$ cat config.mk
export PLATFORM = sky130hd
export DESIGN_NAME = localbus_master
export DESIGN_NICKNAME = d
export VERILOG_FILES = /design/src/rtl/localbus_master.sv
export SDC_FILE = /design/constraint.sdc
export NUM_CORES = 1
export LEC_CHECK = 0
export CAP_MARGIN = 20
export CORE_ASPECT_RATIO = 0.7
export CORE_MARGIN = 4
export CORE_UTILIZATION = 30
export CTS_BUF_LIST = sky130_fd_sc_hd__clkbuf_8
export DETAILED_ROUTE_END_ITERATION = 10
export MAX_ROUTING_LAYER = met4
export SYNTH_ARGS = -nofsm -noshare
export SYNTH_HDL_FRONTEND = slang
export SYNTH_SLANG_ARGS = --single-unit
$ cat constraint.sdc
create_clock -name clk -period 1.81 [get_ports clk]
set_input_delay 0.543 -clock clk [delete_from_list [all_inputs] [get_ports clk]]
set_output_delay 0.543 -clock clk [all_outputs]
set_load 0.005 [all_outputs]
$ cat src/rtl/localbus_master.sv
// rtl/localbus_master.sv - two-phase localbus master for 36-bit lookup-table entries.
// Optional CS/REL timeout is built when LOCALBUS_MASTER_TIMEOUT_EN is defined.
module localbus_master #(
  parameter int unsigned TIMEOUT_CYCLES = 255
) (
  input  logic        clk,
  input  logic        reset,
  input  logic        cmd_valid,
  output logic        cmd_ready,
  input  logic        cmd_rd_wr,
  input  logic [2:0]  cmd_table,
  input  logic [8:0]  cmd_entry,
  input  logic [35:0] cmd_wdata,
  output logic        rsp_valid,
  output logic [35:0] rsp_rdata,
  output logic        rsp_timeout,
  output logic        localbus_ale,
  output logic        localbus_rd_wr,
  output logic        localbus_cs_n,
  output logic [31:0] localbus_data,
  input  logic        localbus_ack_n,
  input  logic [31:0] localbus_data_out
);

  typedef enum logic [2:0] {S_IDLE, S_ALE, S_CS, S_REL, S_GAP, S_DONE} state_t;

  state_t      state, state_nxt;
  logic        phase_q;
  logic        rd_wr_q;
  logic [2:0]  table_q;
  logic [8:0]  entry_q;
  logic [35:0] wdata_q;
  logic [35:0] rdata_q;
  logic        ack_seen;
  logic        tmo_fire;
  logic [31:0] addr;

  generate
    if (TIMEOUT_CYCLES < 1 || TIMEOUT_CYCLES > 65535) begin : g_bad_timeout
      $error("localbus_master: TIMEOUT_CYCLES out of range 1..65535");
    end
  endgenerate

  assign ack_seen = !localbus_ack_n;
  assign addr     = {17'b0, table_q, entry_q, 2'b0, phase_q};

`ifdef LOCALBUS_MASTER_TIMEOUT_EN
  localparam logic [15:0] TMO_LAST = 16'(TIMEOUT_CYCLES - 1);

  logic [15:0] tmo_cnt;
  logic        tmo_q;

  // Fires only while still waiting on the ack edge the current state needs.
  assign tmo_fire = (tmo_cnt == TMO_LAST) &&
                    (((state == S_CS) && !ack_seen) || ((state == S_REL) && ack_seen));

  always_ff @(posedge clk or negedge reset) begin
    if (!reset) begin
      tmo_cnt <= '0;
      tmo_q   <= 1'b0;
    end else begin
      if (state_nxt != state)
        tmo_cnt <= '0;
      else if (state == S_CS || state == S_REL)
        tmo_cnt <= tmo_cnt + 16'd1;
      if (state == S_IDLE && cmd_valid)
        tmo_q <= 1'b0;
      else if (tmo_fire)
        tmo_q <= 1'b1;
    end
  end

  assign rsp_timeout = (state == S_DONE) && tmo_q;
`else
  assign tmo_fire    = 1'b0;
  assign rsp_timeout = 1'b0;
`endif

  always_ff @(posedge clk or negedge reset) begin
    if (!reset) begin
      state   <= S_IDLE;
      phase_q <= 1'b0;
      rd_wr_q <= 1'b0;
      table_q <= '0;
      entry_q <= '0;
      wdata_q <= '0;
      rdata_q <= '0;
    end else begin
      state <= state_nxt;
      if (state == S_IDLE && cmd_valid) begin
        phase_q <= 1'b0;
        rd_wr_q <= cmd_rd_wr;
        table_q <= cmd_table;
        entry_q <= cmd_entry;
        wdata_q <= cmd_wdata;
        rdata_q <= '0;
      end else if (state == S_GAP) begin
        phase_q <= 1'b1;
      end else if (tmo_fire) begin
        rdata_q <= '0;
      end else if (state == S_CS && ack_seen && rd_wr_q) begin
        if (phase_q)
          rdata_q[31:0] <= localbus_data_out;
        else
          rdata_q[35:32] <= localbus_data_out[3:0];
      end
    end
  end

  always_comb begin
    state_nxt = state;
    case (state)
      S_IDLE: if (cmd_valid) state_nxt = S_ALE;
      S_ALE:  state_nxt = S_CS;
      S_CS: begin
        if (ack_seen)      state_nxt = S_REL;
        else if (tmo_fire) state_nxt = S_DONE;
      end
      S_REL: begin
        if (!ack_seen)     state_nxt = phase_q ? S_DONE : S_GAP;
        else if (tmo_fire) state_nxt = S_DONE;
      end
      S_GAP:  state_nxt = S_ALE;
      S_DONE: state_nxt = S_IDLE;
      default: state_nxt = S_IDLE;
    endcase
  end

  // Bus outputs decode straight from state so reset idles the bus immediately.
  always_comb begin
    localbus_ale   = 1'b0;
    localbus_cs_n  = 1'b1;
    localbus_rd_wr = 1'b0;
    localbus_data  = '0;
    case (state)
      S_ALE: begin
        localbus_ale   = 1'b1;
        localbus_rd_wr = rd_wr_q;
        localbus_data  = addr;
      end
      S_CS: begin
        localbus_cs_n  = 1'b0;
        localbus_rd_wr = rd_wr_q;
        if (!rd_wr_q)
          localbus_data = phase_q ? wdata_q[31:0] : {28'b0, wdata_q[35:32]};
      end
      default: ;
    endcase
  end

  assign cmd_ready = (state == S_IDLE);
  assign rsp_valid = (state == S_DONE);
  assign rsp_rdata = (state == S_DONE) ? rdata_q : 36'b0;

endmodule

# After elaboration in Yosys (flattened, before gate mapping)
# Cells that the tools add are included.
# op_classes
reduce_logical	12
n_mux	19
add_sub_neg	0
div	0
n_eq_ne	10
magnitude_cmp	0
n_shift	0
multipliers	0
bitwise	0
# op_table
operator	count
two-way mux 36 bit	4
two-way mux 32 bit	3
case mux 32 bit (2 select lines)	1
case mux 3 bit (5 select lines)	1
two-way mux 3 bit	3
AND reduction 3 bit	3
!= test 2 bit (second input constant)	4
== test 3 x 2 -> 1 bit (second input constant)	2
== test 3 bit (second input constant)	2
two-way mux 1 bit	6
nonzero test 2 bit	3
two-way mux 4 bit	1
== test 3 x 1 -> 1 bit (second input constant)	1
logical AND 1 bit	3
logical NOT 3 bit	1
!= test 2 x 1 -> 1 bit (second input constant)	1
OR reduction 2 bit	1
logical NOT 1 bit	1
# totals
out_inout_bits	74
elab_cells	49
rom_bits	0
n_memories	0
ff_bits	89
latchBits	0
ram_bits	0

# Longest topological paths before layout
# depth
ltp_word	6
mapped_depth	7

# Least setup slack after synthesis
# No wires, ideal clock.
# synth_path
kind	register -> output
from	reg state[2]
to	out localbus_data[0]
arrival_ns	1.450
setup_slack_ns	-0.183
stages_incl_launch_ff	7
path_cell_list	dfrtp_1 -> nand2b_1 -> nor3_1 -> clkbuf_1 -> clkbuf_1 -> nand2_1 -> mux2i_1
# synth_via
elab_chain_cells	2
# synth_rtl
element	line	source
start, declared	27	state_t state, state_nxt;
start signal, assigned	89	state <= state_nxt;
== test 3 x 2 -> 1 bit or == test 3 x 1 -> 1 bit (tied branches)	135	case (state)
case mux 32 bit (2 select lines) *	135	
end, declared	20	output logic [31:0] localbus_data,
# Mark *: on every way between the ends. The rest lies on a longest branch, timed or not.

# Final worst setup path
# layout_path
from	reg state[2]
to	out localbus_data[18]
# Same word-level chain as after synthesis.

==> results_dict.tcl <==
set metrics [dict create \
    ir_drop_mv 0.508 \
    ys_ff_latch 89 \
    cp.required_ps 1270 \
    combPwrFrac_pct 46.6 \
    synthFlopType "dfrtp_1" \
    start_util_pct 31.2 \
    top_layer "met4" \
    post-route-util_pct 55.4 \
    syn2layout_area_growth_pct 77.9 \
    p_per_area_mw_per_mm2 1260 \
    die_w_um 145 \
    antenna_found_initial 0 \
    synthDistinctLibCells 31 \
    outcome "finished, violations left" \
    yosysMostFrequentCell "dfrtp_1" \
    pre_cts_ws_ps -452 \
    totalWireLength_um 12700 \
    coreArea_mm2 0.0126 \
    yosysTopAreaCell "dfrtp_1" \
    grt.total_usage_pct 15.6 \
    drive_gt1_share_pct 55.0 \
    cpPeakStageDelay_ps 400 \
    rsz0062_at_grt "yes" \
    ys_top_cells_by_count "dfrtp_1, mux2_2, a22o_1, and2_1, and3_1" \
    skew_ps 10.2 \
    insertion_delay_ps 360 \
    critPathBufInv 5 \
    p_leak_nw 3.25 \
    ant_nets 0 \
    met1_length_um 6560 \
    synth_area_mm2 0.00394 \
    worstPathArrival_ps 1850 \
    fin_nets 613 \
    root_buffer "clkbuf_8" \
    grt_pass1_wl_um 18300 \
    p_clk_share_pct 14.6 \
    rows 34 \
    globalplace.congestion 0.763 \
    synthTopCellsByArea "dfrtp_1, mux2_2, a22o_1, and2_1, and3_1" \
    critPathKind "register to output pin" \
    drc_errors 0 \
    grt.overflow.total 0 \
    diodes 0 \
    worst_path_dominant_cell_family "buffers and inverters" \
    synth_cells 307 \
    yosysWarnings 0 \
    wl_met2_um 5350 \
    violations "negative setup slack" \
    ioPinCount 159 \
    slowest_stage "dfrtp_1" \
    cts_hold_buf 0 \
    die_h_um 104 \
    startpoint_type "register" \
    h-tree-depth 3 \
    wl_per_cell_um 18.3 \
    fin_crit_sh_pct 132 \
    switching_power_mw 2.78 \
    hpwl_um 7180 \
    async_flop_share_pct 100 \
    grt_max_degree 90 \
    cts.path.max_buffers 2 \
    path_clk_slew_ps 90 \
    swShare_pct 31.6 \
    synth_top_area_share_pct 56.6 \
    portBuffers 157 \
    cts_tree "done" \
    wl_met3_um 773 \
    drt_iter0_markers 93 \
    drv_slew 0 \
    via_per_inst 4.69 \
    end_kind "output pin" \
    vias 3257 \
    worst-path-max-fanout 4 \
    firstDrtPassIters 4 \
    cap_violations 0 \
    synth_edf_count 0 \
    min_period_ps 2390 \
    hold_class "primary input to async pin" \
    setup_slack_ps -582 \
    finalHoldViolCount 0 \
    path_cells "nand2b_4, nor3_4, buf_6, buf_8, buf_4, buf_4, and3_1, buf_2" \
    yosysSeqAreaShare_pct 56.6 \
    intPower_mw 6.01 \
    cts_sinks 89 \
    timing.fmax_ghz 0.418 \
    cp_common_cell "buf_4" \
    setup_viol 158 \
    syn_avg_cell_area_um2 12.8 \
    cts_buffers 9 \
    die_area_mm2 0.0151 \
    first_global_vias 3310 \
    syn-num-nets 392 \
    seq_power_share_pct 38.8 \
]
-- cells in the final DEF (no fill, tap or decap), types with 3 or more instances in the layout --
| cell | netlist | layout |
|---|---|---|
| clkbuf_8 | 0 | 10 |
| mux2i_1 | 4 | 4 |
| buf_8 | 0 | 4 |
| buf_6 | 3 | 73 |
| mux2_2 | 52 | 44 |
| buf_12 | 0 | 10 |
| clkbuf_16 | 0 | 7 |
| dfrtp_1 | 89 | 87 |
| clkdlybuf4s50_1 | 0 | 83 |
| and3_4 | 0 | 12 |
| clkbuf_2 | 0 | 6 |
| a22o_1 | 43 | 43 |
| nor2_4 | 0 | 3 |
| mux2_4 | 0 | 9 |
| and2_4 | 0 | 37 |
| buf_16 | 0 | 3 |
| buf_4 | 2 | 30 |
| buf_2 | 11 | 20 |
| nor2b_1 | 4 | 4 |
| and3_1 | 18 | 6 |
-- flip-flops by register name, indices dropped and copies added, names as in the netlist --
register	cells
table_q	3
entry_q	9
rd_wr_q	1
wdata_q	36
rdata_q	36
state	3
phase_q	1
-- layer usage --
layer	vias up	track usage (%)
met4	0	2.24
met1	1601	22.5
met5	-	-
met3	7	5.71
li1	1538	-
met2	111	21.4
-- area by class of cell --
type / instances / area (um^2)
inverters: 2 / 7.51
clock inverters: 6 / 42.5
clock buffers: 10 / 138
well taps: 162 / 203
fillers: 1024 / 5630
repair buffers: 236 / 2530
flip-flops and latches: 89 / 2230
multi-input cells: 190 / 1860
-- power by group through the flow --
stage	sequential (mW)	combinational (mW)	clock (mW)
CTS	3.36	3.20	1.34
global route	3.53	4.38	1.43
detailed placement	3.36	2.94	0
finish	3.41	4.10	1.28
global placement	3.34	2.87	0
floorplan	3.23	1.71	0
-- cell families (layout without fill, tap and decap cells) --
group	Yosys count	count (layout)	synth area share [%]
simple gates	80	80	12.4
buf+inv	28	254	3.78
flops	89	89	56.6
other cells	1	1	0.0952
compound gates	52	52	11.0
mux	57	57	16.2
-- worst paths after layout --
| path | start | slack (ps) | depth (start not counted) | end |
|---|---|---|---|---|
| max reg2reg | state[1]$_DFFE_PN0P_ | -270 | 9 | rdata_q[9]$_DFFE_PN0P_ |
| min reg2reg | rdata_q[2]$_DFFE_PN0P_ | 510 | 1 | rdata_q[2]$_DFFE_PN0P_ |
| max | state[2]$_DFFE_PN0P_ | -580 | 8 | localbus_data[18] |
| min in group clk | rdata_q[2]$_DFFE_PN0P_ | 510 | 1 | rdata_q[2]$_DFFE_PN0P_ |
| max in group asynchronous | reset | 1230 | 2 | state[1]$_DFFE_PN0P_ |
| min | reset | 220 | 2 | rdata_q[21]$_DFFE_PN0P_ |
-- per-stage QoR --
stage	hold WS, ps	std cells	cell area (um^2)	TNS (ps)	power [mW]
final	223	695	7000	-44940	8.79
after global placement	471	626	5870	-47520	6.20
after CTS	225	658	6280	-49190	7.90
after detailed placement	475	626	5870	-45010	6.30
after global routing	245	695	7000	-55380	9.34
after floorplan	247	307	3960	-17.5	4.94
-- what timing repair did --
action / 4_1_cts / 5_1_grt
endpoints found under the setup margin: 152 / 158
buffers inserted: 12 / 26
gates resized for setup: 203 / 231
cloned: 5 / 11
pin swaps: 6 / 50
Note: power is estimated with default switching activity, not from simulation.
==> RTL edit 1 (same settings) <==
Build with the macro `LOCALBUS_MASTER_TIMEOUT_EN` defined.
--- a/src/rtl/localbus_master.sv
+++ b/src/rtl/localbus_master.sv
@@ -1,5 +1,7 @@
 // rtl/localbus_master.sv - two-phase localbus master for 36-bit lookup-table entries.
 // Optional CS/REL timeout is built when LOCALBUS_MASTER_TIMEOUT_EN is defined.
+`define LOCALBUS_MASTER_TIMEOUT_EN
+
 module localbus_master #(
   parameter int unsigned TIMEOUT_CYCLES = 255
 ) (
Behaviour: no difference found for any inputs over 10 cycles, from zero or initial values and one cycle with reset low; that may be too few to reach the edited logic, so the function may still have changed.
==> RTL edit 1 against the unedited design <==
  * The run still ends with negative setup slack left
  * Worst hold slack worse by 0.12 ns
  * Synthesized cell count rose by 56%
  * Sequential power rose by 11%
  * Design area grew 26%
  * Area after synthesis rose by 28%
  * Routed wire length up 30%
  * Combinational power grew 22%
  * First-iteration DRC count grew to 2.6 times the old value
  * Worst setup slack got worse by 0.21 ns
  * Critical path type unchanged
  * Power increased by 17%
  * Sequential cell count rose by 17
==> RTL edit 1: results <==
metrics = {
    "drt": {
        "routed_wl_um": 16600,
        "viasPerCell": 4.81,
    },
    "placement": {
        "port_buffers": 158,
        "hpwl_um": 10500,
        "routabilityCongestion": 0.782,
    },
    "sta": {
        "fin_hold_ws_ns": 0.107,
        "fin_ws_ns": -0.788,
        "clock_skew_ns": 0.0102,
        "setup_viol": 130,
    },
    "finish": {
        "reg_top3": "rdata_q (36), wdata_q (36), tmo_cnt (16)",
        "nNetsFinal": 814,
    },
    "global_routing": {
        "grt_usage_pct": 16.7,
        "grt_pass1_wl_um": 24500,
        "grt_max_degree": 33,
        "grt_pass1_vias": 4688,
    },
    "setup_path": {
        "r2r-start": "state[0]$_DFF_PN0_",
        "worst_ep_arrival_time_ns": 2.05,
        "critPathMaxFanout": 5,
        "reg2reg_depth": 8,
    },
    "outcome": {
        "outcome": "finished with violations",
        "violations": "negative setup slack",
    },
    "clock_network": {
        "ctsResizeCount": 360,
        "post-cts-setup-buffer-count": 34,
    },
    "synthesis": {
        "yosysUniqueCellTypes": 50,
        "yosysSeqAreaShare_pct": 52.5,
        "syn-num-nets": 567,
        "synth_mux_area_share_pct": 12.3,
        "synth_compound_area_share_pct": 8.56,
        "synth_xor_area_share_pct": 1.91,
        "yosys-top-cells-count": "106 x dfrtp_1, 78 x nand2_1, 49 x mux2_2, 38 x and2_1, 34 x a21oi_1",
    },
    "pwr": {
        "total_leakage_power_uw": 0.00387,
        "vdd_drop_max_mv": 0.594,
    },
}
## RTL edit 1: cell count changes after synthesis, sizes merged, moves of 4 or more
| cell | before | now |
|---|---|---|
| nand3 | 0 | 8 |
| a21oi | 1 | 34 |
| nand2 | 4 | 78 |
| a211oi | 1 | 6 |
| nor2 | 5 | 11 |
| xor2 | 0 | 7 |
| nand4 | 0 | 5 |
| a22o | 43 | 12 |
| mux2 | 53 | 49 |
| dfrtp | 89 | 106 |
| xnor2 | 0 | 4 |
| nor3 | 3 | 13 |
| buf | 16 | 21 |
| clkbuf | 10 | 14 |
## RTL edit 1: worst max-delay path by stage
stage	startpoint	to	slack [ns]	depth (start not counted)
global route	state[2]$_DFF_PN0_	localbus_data[13]	-0.87	7
CTS	state[2]$_DFF_PN0_	localbus_data[8]	-0.83	8
global placement	state[0]$_DFF_PN0_	localbus_data[24]	-0.67	6
floorplan	state[1]$_DFF_PN0_	localbus_data[10]	-0.27	7
finish	state[0]$_DFF_PN0_	localbus_data[25]	-0.79	8
detailed placement	state[0]$_DFF_PN0_	localbus_data[23]	-0.73	6
## RTL edit 1: layout make-up
| class | instances | area (µm²) |
|---|---|---|
| Clock buffer | 9 | 124 |
| Clock inverter | 7 | 73.8 |
| Fill cell | 1430 | 7630 |
| Inverter | 5 | 23.8 |
| Multi-Input combinational cell | 334 | 2730 |
| Sequential cell | 106 | 2650 |
| Tap cell | 225 | 282 |
| Timing Repair Buffer | 271 | 2930 |
## RTL edit 1: logic make-up after synthesis
kind of cell,Yosys count
xor+xnor,11
buf+inv,40
flops,106
fa+ha+maj,2
simple gates,196
compound gates,69
mux,56
## RTL edit 1: per-stage QoR
step	worst slack (ns)	setup TNS, ns	std cells	cell area [µm²]
global route	-0.872	-62.74	957	8820
floorplan	-0.272	-8.64	480	5110
finish	-0.788	-52.85	957	8820
global placement	-0.671	-68.51	878	7300
CTS	-0.834	-58.09	936	7930
detailed placement	-0.728	-68.15	878	7300
## RTL edit 1: routing by layer
| layer | routed length, µm | part of all wire (%) | track usage, % |
|---|---|---|---|
| met1 | 7330 | 44 | 21.7 |
| met2 | 7760 | 47 | 25.4 |
| met3 | 1280 | 7.7 | 5.40 |
| met4 | 208 | 1.3 | 4.69 |
| met5 | 0 | 0 | - |
## RTL edit 1: critical path, stage by stage, from the launching register on
cell	delay, ns
dfrtp_1	0.40
or3b_4	0.41
buf_6	0.13
nor2_4	0.18
buf_6	0.13
buf_6	0.09
buf_6	0.09
and3_4	0.18
buf_6	0.09
## RTL edit 1: report_power, final
| part | switching (µW) | internal, µW | total (µW) |
|---|---|---|---|
| sequential | 536 | 3260 | 3800 |
| clock | 855 | 651 | 1510 |
| combinational | 2140 | 2840 | 4990 |
==> RTL edit 2 (config.mk and constraints unchanged) <==
Made on the original files. Re-encode `state_t` (6 states) as one-hot, 6 bits wide.
--- a/src/rtl/localbus_master.sv
+++ b/src/rtl/localbus_master.sv
@@ -22,7 +22,7 @@
   input  logic [31:0] localbus_data_out
 );
 
-  typedef enum logic [2:0] {S_IDLE, S_ALE, S_CS, S_REL, S_GAP, S_DONE} state_t;
+  typedef enum logic [5:0] {S_IDLE = 6'b000001, S_ALE = 6'b000010, S_CS = 6'b000100, S_REL = 6'b001000, S_GAP = 6'b010000, S_DONE = 6'b100000} state_t;
 
   state_t      state, state_nxt;
   logic        phase_q;
Check against the original RTL: no difference found for any inputs over 10 cycles, from zero or initial values and one cycle with reset low; not proved beyond that.
==> RTL edit 2 against the unedited design <==
  * The run still ends with negative setup slack left
  * Cell count increased by 18%
  * Maximum frequency down 18%
  * Global-route usage grew 3.5 points
  * Routed wire length up 30%
  * Via count increased by 24%
  * First-iteration DRC count is 120% higher
  * Critical path depth is 4 lower
  * Sequential cell count grew 3
  * Design area grew 13%
  * Power up 5.9%
  * Worst setup slack got worse by 0.53 ns
  * Area after synthesis is 11% higher
  * Largest power group unchanged
==> RTL edit 2: results <==
metrics = {
    "synthesis": {
        "synthTopCellsByArea": "dfrtp_1 52%, mux2_1 13%, o21ai_0 8.0%",
        "yosysSeqAreaShare_pct": 52.6,
        "yosysUniqueCellTypes": 37,
    },
    "finish": {
        "fill_cells": 1148,
        "regArea_mm2": 0.00230,
        "nNetsFinal": 709,
    },
    "setup_path": {
        "crit_family": "simple AND/OR/NAND/NOR gates",
        "worst_ep_arrival_time_ns": 2.38,
    },
    "global_routing": {
        "use_met2_pct": 27.2,
        "grt_pass1_vias": 4308,
        "grt_max_degree": 38,
        "grt_pass1_wl_um": 24300,
        "grt_usage_pct": 19.0,
    },
    "pwr": {
        "total_leakage_power_uw": 0.00363,
        "vdd_drop_max_mv": 0.502,
    },
    "sta": {
        "setup_viol": 142,
        "fin_ws_ns": -1.11,
        "clock_skew_ns": 0.00968,
    },
    "placement": {
        "hpwl_um": 8860,
        "dpl-instance-area_mm2": 0.00639,
        "routabilityCongestion": 0.836,
    },
    "drt": {
        "drt_iter0_markers": 206,
        "viasPerCell": 4.92,
        "routed_wl_um": 16500,
    },
    "outcome": {
        "outcome": "finished with violations",
        "violations": "negative setup slack",
    },
}
==> RTL edit 2: cell count changes after synthesis, sizes merged, moves of 15 or more <==
cell    unedited run  this run
and2              38        53
nand4              0        28
o21ai              4        70
and3              18         2
a22o              43        11
clkbuf            10        25
==> RTL edit 2: power by group <==
| group | leakage [µW] | internal (µW) | switching, µW |
|---|---|---|---|
| clock network | 0.000110 | 786 | 793 |
| registers | 0.00117 | 2670 | 370 |
| logic | 0.00235 | 2830 | 1860 |
==> RTL edit 2: cells by family after synthesis <==
kind of cell | share of synthesized area (%)
AND/OR/NAND/NOR | 16.1
flip-flops | 52.6
AO/OA/AOI/OAI | 11.5
multiplexers | 15.3
buffers and inverters | 4.42
other | 0.0856
==> RTL edit 2: worst paths after layout <==
check / from / to / slack (ns) / cells after the start
worst max-delay path: state[0]$_DFFE_PN1P_ / localbus_data[2] / -1.11 / 4
worst min-delay path: reset / rdata_q[7]$_DFFE_PN0P_ / 0.11 / 1
worst max register to register: state[4]$_DFFE_PN0P_ / wdata_q[6]$_DFFE_PN0P_ / -0.59 / 10
worst min register to register: wdata_q[20]$_DFFE_PN0P_ / wdata_q[20]$_DFFE_PN0P_ / 0.52 / 1
max in group asynchronous: reset / rdata_q[24]$_DFFE_PN0P_ / 1.13 / 2
min in group clk: wdata_q[20]$_DFFE_PN0P_ / wdata_q[20]$_DFFE_PN0P_ / 0.52 / 1
==> RTL edit 2: stage by stage <==
stage / setup WS [ns] / setup TNS (ns) / instances
4_1_cts: -1.24 / -104.73 / 804
5_1_grt: -1.18 / -101.60 / 819
3_3_place_gp: -0.808 / -76.18 / 737
3_5_place_dp: -0.844 / -79.43 / 737
2_1_floorplan: -0.362 / -12.74 / 394
6_report: -1.11 / -93.06 / 819
==> RTL edit 2: routing by layer <==
layer | wire, µm | vias to the layer above
met4 | 149 | 0
met3 | 930 | 13
met5 | 0 | -
met1 | 8010 | 2006
met2 | 7420 | 135
li1 | - | 1873
==> RTL edit 2: cell type report <==
cell class                 count  area share (%)
timing repair buffer         255            34.9
multi-input combinational    261            30.0
sequential                    92            29.0
tap                          190            2.99
clock buffer                   9            1.56
clock inverter                 7            1.25
inverter                       5           0.236
==> RTL edit 2: what timing repair did <==
action | in CTS | in global routing
buffers inserted | 38 | 26
gates cloned | 14 | 5
setup endpoints to repair | 128 | 161
endpoints found under the hold margin | 0 | 0
gates resized for setup | 349 | 200
pin swaps | 4 | 44
